### src/rtl/feature_vector_buffer_pkg.sv
// Shared parameters for the front of the network.
// Holds the frame size of dense_layer_1, the feature width, how long the
// layer needs its input held, and the FSM state encodings used by
// feature_vector_buffer.
package feature_vector_buffer_pkg;

  localparam int IN_SIZE_1   = 8;              // samples per frame (layer 1 fan-in)
  localparam int FEAT_W      = 16;             // acoustic feature width
  localparam int LAYER1_HOLD = IN_SIZE_1 + 2;  // MAC sweep + ReLU + 1

  typedef logic [FEAT_W-1:0]   feat_t;
  typedef feat_t [IN_SIZE_1-1:0] feat_vec_t;

  // Write FSM
  localparam logic       WR_FILL  = 1'b0;
  localparam logic       WR_DROP  = 1'b1;

  // Read FSM
  localparam logic [1:0] RD_IDLE  = 2'd0;
  localparam logic [1:0] RD_START = 2'd1;
  localparam logic [1:0] RD_HOLD  = 2'd2;

endpackage

### src/rtl/feature_bank.sv
// One bank of the ping-pong feature buffer.
// Ports:
//   clk, rst        clock, synchronous active-high reset
//   wr_en_i         write wr_data_i into entry wr_idx_i
//   set_full_i      mark bank full, latch set_len_i as fill length
//   clr_full_i      release the bank (downstream done with it)
//   full_o          bank holds a complete (or truncated) frame
//   rd_vec_o        bank contents; entries at index >= fill length read 0
module feature_bank import feature_vector_buffer_pkg::*; #(
  parameter int IN_SIZE = IN_SIZE_1,
  parameter int DATA_W  = FEAT_W,
  parameter int IDX_W   = (IN_SIZE > 1) ? $clog2(IN_SIZE) : 1,
  parameter int LEN_W   = $clog2(IN_SIZE + 1)
) (
  input  logic                           clk,
  input  logic                           rst,
  input  logic                           wr_en_i,
  input  logic [IDX_W-1:0]               wr_idx_i,
  input  logic [DATA_W-1:0]              wr_data_i,
  input  logic                           set_full_i,
  input  logic [LEN_W-1:0]               set_len_i,
  input  logic                           clr_full_i,
  output logic                           full_o,
  output logic [IN_SIZE-1:0][DATA_W-1:0] rd_vec_o
);

  logic [IN_SIZE-1:0][DATA_W-1:0] mem_q;
  logic [LEN_W-1:0]               len_q;
  logic                           full_q;

  // Storage needs no reset: the zero-length fill after reset masks it.
  always_ff @(posedge clk) begin
    if (wr_en_i) mem_q[wr_idx_i] <= wr_data_i;
  end

  always_ff @(posedge clk) begin
    if (rst) begin
      full_q <= 1'b0;
      len_q  <= '0;
    end else if (set_full_i) begin
      full_q <= 1'b1;
      len_q  <= set_len_i;
    end else if (clr_full_i) begin
      full_q <= 1'b0;
    end
  end

  assign full_o = full_q;

  // Short frames are zero padded here rather than by clearing the bank,
  // so stale entries from an older, longer frame never leak out.
  for (genvar k = 0; k < IN_SIZE; k++) begin : g_pad
    assign rd_vec_o[k] = (LEN_W'(k) < len_q) ? mem_q[k] : '0;
  end

endmodule

### src/rtl/feature_vector_buffer.sv
// Ping-pong buffer feeding dense_layer_1.
// Collects a serial stream of feature samples into two banks, then presents
// a complete frame as input_vector with a one-cycle vec_start pulse and
// holds it for HOLD_CYCLES cycles while the other bank fills.
// Ports:
//   clk, rst       clock, synchronous active-high reset
//   s_data/s_valid/s_last/s_ready   sample stream (s_last marks frame end)
//   input_vector   registered frame presented to the layer
//   vec_start      one-cycle pulse, input_vector valid from this cycle
//   vec_busy       high from vec_start through the last hold cycle
//   err_short      sticky: a frame ended with fewer than IN_SIZE samples
//   err_long       sticky: a frame ran past IN_SIZE samples
module feature_vector_buffer import feature_vector_buffer_pkg::*; #(
  parameter int IN_SIZE     = IN_SIZE_1,
  parameter int DATA_W      = FEAT_W,
  parameter int HOLD_CYCLES = LAYER1_HOLD
) (
  input  logic                           clk,
  input  logic                           rst,
  input  logic [DATA_W-1:0]              s_data,
  input  logic                           s_valid,
  input  logic                           s_last,
  output logic                           s_ready,
  output logic [IN_SIZE-1:0][DATA_W-1:0] input_vector,
  output logic                           vec_start,
  output logic                           vec_busy,
  output logic                           err_short,
  output logic                           err_long
);

  localparam int IDX_W = (IN_SIZE > 1) ? $clog2(IN_SIZE) : 1;
  localparam int LEN_W = $clog2(IN_SIZE + 1);
  localparam int CNT_W = (HOLD_CYCLES > 1) ? $clog2(HOLD_CYCLES) : 1;

  // write side
  logic             wr_st_q, wr_st_d;
  logic             wr_bank_q, wr_bank_d;
  logic [IDX_W-1:0] wr_idx_q, wr_idx_d;
  logic             err_short_q, err_short_d;
  logic             err_long_q, err_long_d;

  // read side
  logic [1:0]                     rd_st_q, rd_st_d;
  logic                           rd_bank_q, rd_bank_d;
  logic [CNT_W-1:0]               cnt_q, cnt_d;
  logic [IN_SIZE-1:0][DATA_W-1:0] vec_q, vec_d;

  // bank interface
  logic [1:0]                          full, wr_en, set_full, clr_full;
  logic [LEN_W-1:0]                    set_len;
  logic [1:0][IN_SIZE-1:0][DATA_W-1:0] rd_vec;

  logic xfer, at_end;

  for (genvar b = 0; b < 2; b++) begin : g_bank
    feature_bank #(
      .IN_SIZE (IN_SIZE),
      .DATA_W  (DATA_W),
      .IDX_W   (IDX_W),
      .LEN_W   (LEN_W)
    ) u_bank (
      .clk        (clk),
      .rst        (rst),
      .wr_en_i    (wr_en[b]),
      .wr_idx_i   (wr_idx_q),
      .wr_data_i  (s_data),
      .set_full_i (set_full[b]),
      .set_len_i  (set_len),
      .clr_full_i (clr_full[b]),
      .full_o     (full[b]),
      .rd_vec_o   (rd_vec[b])
    );
  end

  // A bank stays full until its hold ends, so "full" also covers "held":
  // the target bank being full means both banks are occupied.
  assign s_ready = (wr_st_q == WR_DROP) || !full[wr_bank_q];
  assign xfer    = s_valid && s_ready;
  assign at_end  = (wr_idx_q == IDX_W'(IN_SIZE - 1));
  // Fill length is always wr_idx+1: s_last gives the short length, and an
  // overrun closes the bank exactly at IN_SIZE.
  assign set_len = LEN_W'(wr_idx_q) + LEN_W'(1);

  always_comb begin
    wr_st_d     = wr_st_q;
    wr_bank_d   = wr_bank_q;
    wr_idx_d    = wr_idx_q;
    err_short_d = err_short_q;
    err_long_d  = err_long_q;
    wr_en       = '0;
    set_full    = '0;
    if (xfer) begin
      if (wr_st_q == WR_FILL) begin
        wr_en[wr_bank_q] = 1'b1;
        if (s_last || at_end) begin
          set_full[wr_bank_q] = 1'b1;
          wr_bank_d           = ~wr_bank_q;
          wr_idx_d            = '0;
          if (!s_last) begin
            // frame overran: keep the first IN_SIZE, discard up to s_last
            err_long_d = 1'b1;
            wr_st_d    = WR_DROP;
          end else if (!at_end) begin
            err_short_d = 1'b1;
          end
        end else begin
          wr_idx_d = wr_idx_q + IDX_W'(1);
        end
      end else if (s_last) begin
        wr_st_d = WR_FILL;
      end
    end
  end

  // Banks alternate on both sides, so toggling rd_bank keeps fill order.
  always_comb begin
    rd_st_d   = rd_st_q;
    rd_bank_d = rd_bank_q;
    cnt_d     = cnt_q;
    vec_d     = vec_q;
    clr_full  = '0;
    case (rd_st_q)
      RD_IDLE: begin
        if (full[rd_bank_q]) begin
          vec_d   = rd_vec[rd_bank_q];
          rd_st_d = RD_START;
        end
      end
      RD_START: begin
        // START is hold cycle 0
        cnt_d   = CNT_W'(1);
        rd_st_d = RD_HOLD;
      end
      RD_HOLD: begin
        if (cnt_q == CNT_W'(HOLD_CYCLES - 1)) begin
          clr_full[rd_bank_q] = 1'b1;
          rd_bank_d           = ~rd_bank_q;
          rd_st_d             = RD_IDLE;
        end else begin
          cnt_d = cnt_q + CNT_W'(1);
        end
      end
      default: rd_st_d = RD_IDLE;
    endcase
  end

  always_ff @(posedge clk) begin
    if (rst) begin
      wr_st_q     <= WR_FILL;
      wr_bank_q   <= 1'b0;
      wr_idx_q    <= '0;
      err_short_q <= 1'b0;
      err_long_q  <= 1'b0;
      rd_st_q     <= RD_IDLE;
      rd_bank_q   <= 1'b0;
      cnt_q       <= '0;
      vec_q       <= '0;
    end else begin
      wr_st_q     <= wr_st_d;
      wr_bank_q   <= wr_bank_d;
      wr_idx_q    <= wr_idx_d;
      err_short_q <= err_short_d;
      err_long_q  <= err_long_d;
      rd_st_q     <= rd_st_d;
      rd_bank_q   <= rd_bank_d;
      cnt_q       <= cnt_d;
      vec_q       <= vec_d;
    end
  end

  assign input_vector = vec_q;
  assign vec_start    = (rd_st_q == RD_START);
  assign vec_busy     = (rd_st_q != RD_IDLE);
  assign err_short    = err_short_q;
  assign err_long     = err_long_q;

endmodule

### config.mk
export PLATFORM = sky130hd
export DESIGN_NAME = feature_vector_buffer
export DESIGN_NICKNAME = d
export VERILOG_FILES = /design/src/rtl/feature_vector_buffer_pkg.sv /design/src/rtl/feature_bank.sv /design/src/rtl/feature_vector_buffer.sv
export SDC_FILE = /design/constraint.sdc
export NUM_CORES = 1
export LEC_CHECK = 0
export BUFFER_PORTS_ARGS = -buffer_cell sky130_fd_sc_hd__buf_2
export CAP_MARGIN = 20
export CORE_MARGIN = 1.5
export CORE_UTILIZATION = 51
export CTS_CLUSTER_DIAMETER = 60
export CTS_CLUSTER_SIZE = 25
export DETAILED_ROUTE_END_ITERATION = 10
export PLACE_DENSITY = 0.71
export SYNTH_ARGS = -nofsm -noshare
export SYNTH_HDL_FRONTEND = slang
export SYNTH_SLANG_ARGS = --single-unit
### constraint.sdc
create_clock -name clk -period 5.2 [get_ports clk]
set_clock_uncertainty 0.1 [all_clocks]
set_input_delay 0.26 -clock clk [delete_from_list [all_inputs] [get_ports clk]]
set_output_delay 0.26 -clock clk [all_outputs]
set_load 0.005 [all_outputs]
==> reports/results.txt <==
area of the multi-input gates = 0.00314 mm²
internal power = 0.00477 W
CORE AREA = 0.0277 mm²
area share of and/or/nand/nor cells after synthesis = 0.106
Avg WL per Cell = 21.3 µm
global placer's final weighted congestion = 0.805
fin. max-slew vios = 0
port bufs = 152
status = complete, no violations
Via density = 5.88
total CTS buffers = 26
number of remaining DRC errors = 0
MaxCap Viol Count = 0
area grow syn2layout = 13.6%
total global-route track usage = 0.225
Final nets = 1163
CTS root buf = clkbuf_16
largest net degree at the start of global routing = 87
RSZ-0062 raised after global routing = false
Worst-Skew Late Latency = 0.55 ns
dpl hpwl = 18800 µm
DR pass1 iterations = 5
initial DRC count = 863
Final min period = 2.75 ns
Reg clk slew, reported paths = 0.09 ns
drt total wl = 32800 µm
switching pwr = 0.00150 W
Netlist Area Pre-Place = 0.0143 mm²
Max-slew headroom = 0.370
setup bufs post-CTS = 0
Fmax = 364 MHz
DIE HEIGHT = 171 µm
grt ovf = 0
die area = 0.0291 mm²
dpl cells = 1485
post-synthesis sequential area ratio = 0.748
setup_tns = 0 ns
WP data arrival = 3.11 ns
die width = 171 µm
final setup violation count = 0
startpoint types = register
Clock Sink Count = 408
Gate power share = 0.071
Syn. warnings = 0
Synth Area in XOR/XNOR = 0.00122
Final Cycle Share = 0.528
Switching Share = 0.239
Hold/Removal Path Class = input pin to register
Netlist cell types = 44
crit-path max FO = 76
syn nets = 1027
commonest non-fill, non-tap cell in the layout = edfxtp_1
area share of fa/ha/maj cells after synthesis = 0.00349
clock power share = 0.355
Antenna Nets Post-Route = 0
antenna cells = 0
Place WS = 2.46 ns
htree depth = 1
Worst-Margin Slew = 0.944 ns
Post-Syn Instances = 1003
clk buf depth = 3
post-route insts no fill = 1537
P_leak = 5.93 nW
Top Ports = 153
syn avg cell area = 14.3 µm²
layout cells sized above 1 = 0.217
mux share of post-synthesis cell area = 0.00279
FF+latch count, synth = 408
total vias in the final route = 9043
worst path setup slack after routing = 2.45 ns
first-pass GRT wire length = 49800 µm
compound-gate portion of the synthesized area = 0.104
Setup crit end kind = register
most frequent cells in the layout = 256 x edfxtp_1, 157 x nor2_1, 152 x dfxtp_1
number of cell rows = 61
Fin. Hold Viols = 0
number of global-route vias before repair = 8544
Reg power frac = 0.575
Power Density = 385 mW/mm²
VDD IR-drop max = 0.313 mV
CP required = 5.56 ns
initial antenna violation count = 0
total power = 0.00627 W
main combinational cell family by area after synthesis = simple AND/OR/NAND/NOR gates
CP Class = register to register
Fill cells = 2198
Register Area = 0.0107 mm²
Initial Util = 0.517
CTS tree = built
## cell usage after synthesis, drive strengths merged
master     n  area share
a211o      1     0.00061
a211oi     6      0.0031
a21oi     16      0.0058
a221oi   128       0.085
a31oi      4      0.0017
a41o       1     0.00079
and2       2     0.00087
and3       1     0.00044
and3b      2      0.0012
buf       45       0.025
clkbuf    29      0.0076
dfxtp    152        0.21
edfxtp   256        0.54
ha         4      0.0035
inv        7      0.0018
mux2i      4      0.0028
nand2     11      0.0029
nand2b     2     0.00087
nand3      5      0.0017
nand3b     3      0.0016
nand4bb    1     0.00079
nor2     158       0.041
nor2b      5      0.0022
nor3     136       0.047
nor4b      1     0.00061
nor4bb     1     0.00070
o211ai     1     0.00052
o21a       1     0.00052
o21ai      7      0.0024
o21ba      1     0.00070
o31a       3      0.0020
o41a       1     0.00079
or2        3      0.0017
or3        2     0.00087
or4b       1     0.00070
xor2       2      0.0012
## repair_timing
| item | in CTS | in global routing |
|---|---|---|
| hold endpoints to repair | 3 | 0 |
| gates resized for setup | 0 | 0 |
| hold buffers | 3 | 0 |
## kinds of logic (layout without fill, tap and decap cells)
kind of cell | after synthesis | after routing
compound gates | 170 | 170
fa+ha+maj | 4 | 4
flops | 408 | 408
simple gates | 334 | 334
xor+xnor | 2 | 2
buf+inv | 81 | 237
mux | 4 | 4
## layout make-up
type / instances / area share
clock buffers: 30 / 0.0422
clock inverters: 18 / 0.0137
inverters: 7 / 0.00161
multi-input cells: 514 / 0.193
flip-flops and latches: 408 / 0.659
well taps: 378 / 0.0290
repair buffers: 182 / 0.0619
## flip-flops by register name (all words and copies together), names as in the netlist
signal,count
err_long,1
g_bank.u_bank.full_o,2
wr_bank_q,1
wr_st_q,1
cnt_q,4
input_vector,128
err_short,1
rd_bank_q,1
g_bank.u_bank.len_q,8
rd_st_q,2
wr_idx_q,3
g_bank.u_bank.mem_q,256
## worst paths after layout
| kind | cells past startpoint | start | to | slack, ns |
|---|---|---|---|---|
| worst max-delay path | 5 | rd_bank_q | input_vector[41] | 2.45 |
| worst max register to register | 5 | rd_bank_q | input_vector[41] | 2.45 |
| worst min-delay path | 1 | s_data[15] | g_bank[1].u_bank.mem_q[95] | 0.06 |
| worst min register to register | 2 | err_long | err_long | 0.38 |
## worst max-delay path, stage by stage, from the launching register on
cell and delay (ns):
dfxtp_1 0.69, mux2i_1 0.43, or2_4 0.64, buf_12 0.40, a221oi_1 0.09, nor3_1 0.21
## stage by stage
step | hold WS [ns] | area [µm²] | util
floorplan | 0.257 | 14300 | -
global placement | 0.356 | 15300 | 0.554
detailed placement | 0.365 | 15300 | 0.554
CTS | 0.0527 | 16300 | 0.588
global route | 0.0370 | 16300 | 0.588
finish | 0.0582 | 16300 | 0.588
## per-layer routing
metal	wire [µm]	vias up	share of wire	GRT usage
li1	-	4131	-	-
met1	14300	4560	0.44	0.321
met2	15600	306	0.48	0.372
met3	2180	46	0.067	0.0266
met4	659	0	0.020	0.0477
met5	0	-	0	0
## power by group through the flow
stage	sequential [W]	combinational, W	clock [W]
after floorplan	0.00367	0.000249	0
after global placement	0.00367	0.000437	0
after detailed placement	0.00368	0.000446	0
after CTS	0.00360	0.000450	0.00225
after global routing	0.00361	0.000497	0.00237
final	0.00360	0.000445	0.00222
Power figures use the tool's default switching activity.
